--- src/rtl/dmem_arbiter.sv ---
// dmem_arbiter: shares the data RAM and the register bank between the
// SPI loader and the core data port (round-robin, optional bus lock).
module dmem_arbiter #(
    parameter int RAM_AW  = 14,
    parameter int REG_AW  = 4,
    parameter bit LOCK_EN = 1'b1
) (
    input  logic              clk,
    input  logic              reset,
    input  logic [31:0]       spi_haddr,
    input  logic [1:0]        spi_htrans,
    input  logic              spi_hwrite,
    input  logic [2:0]        spi_hsize,
    input  logic [31:0]       spi_hwdata,
    input  logic              spi_hmastlock,
    output logic              spi_hready,
    output logic              spi_hresp,
    output logic [31:0]       spi_hrdata,
    input  logic [31:0]       dmem_haddr,
    input  logic [1:0]        dmem_htrans,
    input  logic              dmem_hwrite,
    input  logic [2:0]        dmem_hsize,
    input  logic [31:0]       dmem_hwdata,
    input  logic              dmem_hmastlock,
    output logic              dmem_hready,
    output logic              dmem_hresp,
    output logic [31:0]       dmem_hrdata,
    output logic [RAM_AW-1:0] data_addr,
    output logic [31:0]       data_write,
    output logic              data_rwn,
    input  logic [31:0]       data_read,
    output logic [REG_AW-1:0] reg_addr,
    output logic [31:0]       reg_write,
    output logic [3:0]        reg_wben,
    output logic              reg_rwn,
    input  logic [31:0]       reg_read,
    output logic              grant_core
);

    typedef enum logic [1:0] {IDLE, ISSUE, DONE} state_t;

    state_t              state_q;
    logic                grant_core_q;
    logic                lock_q;
    logic                lock_req_q;
    logic                write_q;
    logic                sel_reg_q;
    logic                err_q;
    logic                spi_hready_q;
    logic                spi_hresp_q;
    logic [31:0]         spi_hrdata_q;
    logic                dmem_hready_q;
    logic                dmem_hresp_q;
    logic [31:0]         dmem_hrdata_q;
    logic [RAM_AW-1:0]   data_addr_q;
    logic [31:0]         data_write_q;
    logic                data_rwn_q;
    logic [REG_AW-1:0]   reg_addr_q;
    logic [31:0]         reg_write_q;
    logic [3:0]          reg_wben_q;
    logic                reg_rwn_q;

    logic                req_spi;
    logic                req_core;
    logic                any_req;
    logic                lock_hold;
    logic                grant_core_d;
    logic [31:0]         w_addr;
    logic                w_write;
    logic [2:0]          w_size;
    logic [31:0]         w_wdata;
    logic                w_lock;
    logic                w_reg;
    logic                w_err;
    logic [3:0]          w_wben;
    logic [31:0]         rdata_sel;
    logic                rd_ok;
    logic                unused_addr;

    // Arbitration, winner mux, address decode, error check and byte enables
    always_comb begin
        req_spi      = spi_htrans[1];
        req_core     = dmem_htrans[1];
        any_req      = req_spi | req_core;
        lock_hold    = lock_q && (grant_core_q ? req_core : req_spi);
        grant_core_d = grant_core_q;
        if (lock_hold)
            grant_core_d = grant_core_q;
        else if (req_spi && req_core)
            grant_core_d = !grant_core_q;
        else
            grant_core_d = req_core;

        w_addr  = grant_core_d ? dmem_haddr     : spi_haddr;
        w_write = grant_core_d ? dmem_hwrite    : spi_hwrite;
        w_size  = grant_core_d ? dmem_hsize     : spi_hsize;
        w_wdata = grant_core_d ? dmem_hwdata    : spi_hwdata;
        w_lock  = grant_core_d ? dmem_hmastlock : spi_hmastlock;

        w_reg = w_addr[15];
        w_err = (w_size > 3'd2) ||
                (!w_reg && w_write && (w_size != 3'd2));

        w_wben = 4'b1111;
        case (w_size)
            3'd0:    w_wben = 4'b0001 << w_addr[1:0];
            3'd1:    w_wben = w_addr[1] ? 4'b1100 : 4'b0011;
            default: w_wben = 4'b1111;
        endcase

        rdata_sel = sel_reg_q ? reg_read : data_read;
        rd_ok     = !write_q && !err_q;
    end

    // Upper address bits are intentionally ignored by the decoder
    assign unused_addr = ^w_addr;

    // IDLE -> ISSUE -> DONE transfer sequencer with registered outputs
    always_ff @(posedge clk) begin
        if (reset) begin
            state_q       <= IDLE;
            grant_core_q  <= 1'b0;
            lock_q        <= 1'b0;
            lock_req_q    <= 1'b0;
            write_q       <= 1'b0;
            sel_reg_q     <= 1'b0;
            err_q         <= 1'b0;
            spi_hready_q  <= 1'b0;
            spi_hresp_q   <= 1'b0;
            spi_hrdata_q  <= '0;
            dmem_hready_q <= 1'b0;
            dmem_hresp_q  <= 1'b0;
            dmem_hrdata_q <= '0;
            data_addr_q   <= '0;
            data_write_q  <= '0;
            data_rwn_q    <= 1'b1;
            reg_addr_q    <= '0;
            reg_write_q   <= '0;
            reg_wben_q    <= '0;
            reg_rwn_q     <= 1'b1;
        end else begin
            unique case (state_q)
                IDLE: begin
                    if (any_req) begin
                        grant_core_q <= grant_core_d;
                        lock_q       <= lock_hold;
                        lock_req_q   <= w_lock;
                        write_q      <= w_write;
                        sel_reg_q    <= w_reg;
                        err_q        <= w_err;
                        if (!w_err) begin
                            if (w_reg) begin
                                reg_addr_q <= w_addr[REG_AW-1:0];
                                reg_rwn_q  <= !w_write;
                                reg_wben_q <= w_write ? w_wben : 4'b0000;
                                if (w_write)
                                    reg_write_q <= w_wdata;
                            end else begin
                                data_addr_q <= w_addr[RAM_AW-1:0];
                                data_rwn_q  <= !w_write;
                                if (w_write)
                                    data_write_q <= w_wdata;
                            end
                        end
                        state_q <= ISSUE;
                    end
                end
                ISSUE: begin
                    data_rwn_q <= 1'b1;
                    reg_rwn_q  <= 1'b1;
                    if (grant_core_q) begin
                        dmem_hready_q <= 1'b1;
                        dmem_hresp_q  <= err_q;
                    end else begin
                        spi_hready_q <= 1'b1;
                        spi_hresp_q  <= err_q;
                    end
                    state_q <= DONE;
                end
                DONE: begin
                    spi_hready_q  <= 1'b0;
                    spi_hresp_q   <= 1'b0;
                    dmem_hready_q <= 1'b0;
                    dmem_hresp_q  <= 1'b0;
                    if (rd_ok) begin
                        if (grant_core_q)
                            dmem_hrdata_q <= rdata_sel;
                        else
                            spi_hrdata_q <= rdata_sel;
                    end
                    lock_q  <= LOCK_EN && lock_req_q;
                    state_q <= IDLE;
                end
                default: state_q <= IDLE;
            endcase
        end
    end

    // Read data is forwarded in the completion cycle, then held
    assign spi_hrdata  = (spi_hready_q && rd_ok) ? rdata_sel : spi_hrdata_q;
    assign dmem_hrdata = (dmem_hready_q && rd_ok) ? rdata_sel : dmem_hrdata_q;
    assign spi_hready  = spi_hready_q;
    assign spi_hresp   = spi_hresp_q;
    assign dmem_hready = dmem_hready_q;
    assign dmem_hresp  = dmem_hresp_q;
    assign grant_core  = grant_core_q;

    // A reset arriving during ISSUE must suppress the write strobe at once
    assign data_rwn   = data_rwn_q | reset;
    assign reg_rwn    = reg_rwn_q | reset;
    assign data_addr  = data_addr_q;
    assign data_write = data_write_q;
    assign reg_addr   = reg_addr_q;
    assign reg_write  = reg_write_q;
    assign reg_wben   = reg_wben_q;

endmodule

--- config.mk ---
export PLATFORM = sky130hd
export DESIGN_NAME = dmem_arbiter
export DESIGN_NICKNAME = d
export VERILOG_FILES = /design/src/rtl/dmem_arbiter.sv
export SDC_FILE = /design/constraint.sdc
export NUM_CORES = 1
export LEC_CHECK = 0
export CAP_MARGIN = 5
export CORE_UTILIZATION = 35
export CTS_CLUSTER_DIAMETER = 30
export DETAILED_ROUTE_END_ITERATION = 6
export GPL_ROUTABILITY_DRIVEN = 0
export PLACE_DENSITY_LB_ADDON = 0.3
export SYNTH_ARGS = -nofsm -noshare
export SYNTH_HDL_FRONTEND = slang
export SYNTH_SLANG_ARGS = --single-unit
--- constraint.sdc ---
create_clock -name clk -period 2.8 [get_ports clk]
set_input_delay 0.7 -clock clk [delete_from_list [all_inputs] [get_ports clk]]
set_output_delay 0.7 -clock clk [all_outputs]
set_load 0.02 [all_outputs]
==> load_flow_metrics.sql <==
INSERT INTO impl_metrics (metric_group, metric, value, unit) VALUES
('critical_path', 'timing.critical_path.slowest_stage_cell', 'dfxtp_1', ''),
('grt', 'grt-ovfl-total', '0', ''),
('yosys', 'synthesis.nets', '1155', ''),
('power', 'p_total', '0.00606', 'W'),
('critical_path', 'critPathMaxFanout', '24', ''),
('sta', 'min_period_over_period', '94.7', '%'),
('clock_tree', 'cts-buffers-inserted', '17', ''),
('worst_hold_path', 'holdCritPathClass', 'reg2reg', ''),
('critical_path', 'critPathRequiredTime', '2100', 'ps'),
('critical_path', 'endpoint_kind', 'output pin', ''),
('floorplan', 'core-area', '21800', 'µm²'),
('grt', 'global_route.usage.total', '21.6', '%'),
('place', 'placement.setup.worst_slack', '-132', 'ps'),
('yosys', 'synth.yosys.seq_area_share', '42.4', '%'),
('critical_path', 'criticalPathCategory', 'reg2out', ''),
('grt', 'grt_pass1_vias', '7373', ''),
('critical_path', 'crit_path_max_incr_delay', '380', 'ps'),
('sta', 'worst_slew_margin_rel', '30.4', '%'),
('power', 'pwr_density_cell', '497', 'nW/µm²'),
('grt', 'grt_first_pass_wirelength', '38.5', 'mm'),
('yosys', 'synth-edff-count', '0', ''),
('sta', 'hold_viol_final', '0', ''),
('layout', 'nets', '1476', ''),
('layout', 'post-route-cell-area', '12200', 'µm²'),
('floorplan', 'floorplan.die.width', '151', 'µm'),
('clock_tree', 'cts.root.buffer_cell', 'clkbuf_16', ''),
('sta', 'timing_worst_slew_pin_value', '1040', 'ps'),
('sta', 'post-route-worst-setup-slack', '149', 'ps'),
('power', 'vdd_ir_drop_max', '0.000371', 'V'),
('critical_path', 'crit_arrival', '1950', 'ps'),
('sta', 'grt_setup_unrepaired', 'false', ''),
('sta', 'final.setup_skew', '10.6', 'ps'),
('sta', 'final.setup.tns', '0', 'ps'),
('yosys', 'async_reset_ff_share', '0', '%'),
('route', 'totalWireLength', '24.9', 'mm'),
('run_status', 'run_status', 'completed', ''),
('clock_tree', 'clock_latency', '420', 'ps'),
('grt', 'grt_start_max_net_pins', '209', ''),
('critical_path', 'crit_path_start_kind', 'flop', ''),
('grt', 'grt_antenna_before_repair', '0', ''),
('place', 'post-dp-hpwl', '16.6', 'mm'),
('sta', 'fin_crit', '2650', 'ps'),
('route', 'route.detailed.drc', '0', ''),
('layout', 'n_antenna_cell', '0', ''),
('clock_tree', 'cts_tree', 'yes', ''),
('critical_path', 'crit_family', 'buffers and inverters', ''),
('critical_path', 'timing.critical_path.cells', 'nor3b_4 -> buf_4 -> bufbuf_16 -> a21oi_1 -> dlygate4sd2_1', ''),
('yosys', 'post_synth.cell_area_avg', '8.17', 'µm²'),
('yosys', 'yosysUniqueCellTypes', '44', ''),
('yosys', 'synth_seq_cells', '164', ''),
('layout', 'fillers', '2028', ''),
('clock_tree', 'clock_sink_count', '164', ''),
('place', 'numPortBuffers', '328', ''),
('route', 'antenna_violating_nets_post_route', '0', ''),
('clock_tree', 'hold_buffers', '0', ''),
('layout', 'area.growth.synth_to_final', '57.6', '%'),
('layout', 'post_route_cells_drive_above_1_share', '8.59', '%'),
('route', 'wire_per_inst', '16.0', 'µm'),
('yosys', 'postSynthCellCount', '947', ''),
('route', 'number_of_drc_markers_in_iteration_0', '386', ''),
('yosys', 'synth.yosys.warnings', '0', ''),
('critical_path', 'critical_path.n_buffers_inverters', '3', ''),
('yosys', 'netlist_area', '7740', 'µm²'),
('floorplan', 'number_of_cell_rows', '54', ''),
('floorplan', 'floorplan.initialDensity', '35.6', '%'),
('route', 'via_count_normalized_by_instance_count', '5.05', ''),
('clock_tree', 'h-tree-depth', '4', ''),
('sta', 'max_freq', '377', 'MHz'),
('place', 'placed_area', '11600', 'µm²'),
('job', 'cap_viol_max_count', '0', ''),
('sta', 'setup_violations', '0', ''),
('route', 'vias', '7890', ''),
('sta', 'final_max_slew_viol_count', '0', ''),
('floorplan', 'io_pins', '365', ''),
('clock_tree', 'cts.clk_slew.worst_paths', '70', 'ps'),
('floorplan', 'die_height', '151', 'µm'),
('floorplan', 'fp.dieArea', '22700', 'µm²'),
('power', 'power.static_leakage', '4.75', 'nW'),
('route', 'drt_pass1_iterations', '5', ''),
('clock_tree', 'cts.path.max_buffers', '2', ''),
('yosys', 'synthFlopType', 'dfxtp_1', '');
[synth_stat cells, types with 2 or more instances]
library cell	n	area, µm²
nand2b_1	16	100
nor3_1	3	15.0
o31ai_1	4	30.0
or4_1	12	90.1
nand3b_1	69	518
a21oi_1	81	405
or2_2	3	18.8
a22oi_1	3	22.5
a21o_1	33	248
o21ai_1	49	245
a221o_1	4	40.0
o21ai_0	36	180
buf_6	3	33.8
a311oi_1	2	17.5
nor3b_1	4	30.0
nor4_4	2	42.5
a211oi_1	67	503
o311ai_0	2	17.5
buf_2	11	55.1
dfxtp_1	164	3280
inv_1	10	37.5
buf_1	2	7.51
nor2b_1	3	18.8
or4bb_1	2	22.5
nor4_1	3	18.8
mux2i_2	2	27.5
clkbuf_1	69	259
o21bai_1	4	30.0
nand2_1	76	285
o41ai_1	2	17.5
nor2_1	148	556
mux2i_1	46	460
[final timing paths]
path | from | to | slack [ps] | cells after the start
min | reg_wben[0]$_SDFFE_PP0P_ | reg_wben[0]$_SDFFE_PP0P_ | 460 | 2
max reg2reg | grant_core$_SDFFE_PP0P_ | reg_write[4]$_SDFFE_PP0P_ | 470 | 6
min reg2reg | reg_wben[0]$_SDFFE_PP0P_ | reg_wben[0]$_SDFFE_PP0P_ | 460 | 2
max | dmem_hready$_SDFFE_PP0P_ | dmem_hrdata[27] | 150 | 5
[kinds of logic after synthesis]
kind of cell	synth area share, %
compound gates	23.4
xor+xnor	0.226
buf+inv	5.18
flops	42.4
mux	6.31
simple gates	22.5
[worst register-to-register path, stage by stage (launching register included)]
cell and delay [ps]:
dfxtp_1 620, xor2_1 220, a2111oi_0 620, a22oi_2 260, buf_12 260, nand3b_1 140, o21ai_0 90
[per-stage QoR]
step                std cells  hold WS, ps  utilization, %
finish                   1561          461            56.0
global route             1561          487            56.0
CTS                      1561          466            56.0
detailed placement       1525          454            53.2
global placement         1525          443            53.2
floorplan                 947          459               -
[cell usage in the layout (no fill, tap or decap), drive strengths merged, types with 2 or more instances in the layout]
cell,netlist,layout
a211oi,67,67
a21o,33,33
a21oi,81,81
a221o,4,4
a22oi,3,3
a311oi,2,2
buf,17,60
clkbuf,69,20
clkdlybuf4s50,0,263
clkinv,0,5
clkinvlp,0,3
dfxtp,164,164
dlygate4sd2,0,57
dlymetal6s2s,0,6
inv,10,14
mux2i,48,48
nand2,76,76
nand2b,16,16
nand3b,69,69
nor2,148,148
nor2b,3,3
nor3,3,3
nor3b,4,4
nor4,5,5
o21ai,86,86
o21bai,4,4
o311ai,2,2
o31ai,4,4
o41ai,2,2
or2,4,4
or4,12,12
or4bb,2,2
[state kept, by name, indices dropped and copies added (netlist names)]
name           flops
reg_rwn_q          1
spi_hready         1
sel_reg_q          1
spi_hrdata_q      32
reg_wben           4
lock_req_q         1
lock_q             1
dmem_hrdata_q     32
data_rwn_q         1
reg_addr           4
write_q            1
state_q            2
grant_core         1
dmem_hresp         1
data_addr         14
reg_write         32
err_q              1
spi_hresp          1
dmem_hready        1
data_write        32
[power by group]
group	total (W)	internal (W)	switching, W
Sequential	0.00246	0.00240	0.0000537
Combinational	0.00132	0.000653	0.000672
Clock	0.00228	0.00126	0.00101
[metal layers]
| metal | routed length (µm) | global-route usage, % |
|---|---|---|
| met1 | 10600 | 25.9 |
| met2 | 11900 | 36.4 |
| met3 | 1980 | 6.67 |
| met4 | 476 | 7.45 |
| met5 | 0 | 0 |
[repair_timing]
action,4_1_cts,5_1_grt
gates cloned,2,0
resized for setup,65,10
pin swaps,0,0
endpoints found under the setup margin,64,7
setup buffers,2,0
[final cells by class]
type	instances	area (µm²)	share of cell area, %
clock buffers	19	443	3.63
clock inverters	13	124	1.02
inverters	10	37.5	0.308
multi-input cells	687	4120	33.8
flip-flops and latches	164	3290	27.0
well taps	280	350	2.87
repair buffers	388	3830	31.4
Note: power is estimated with default switching activity, not from simulation.
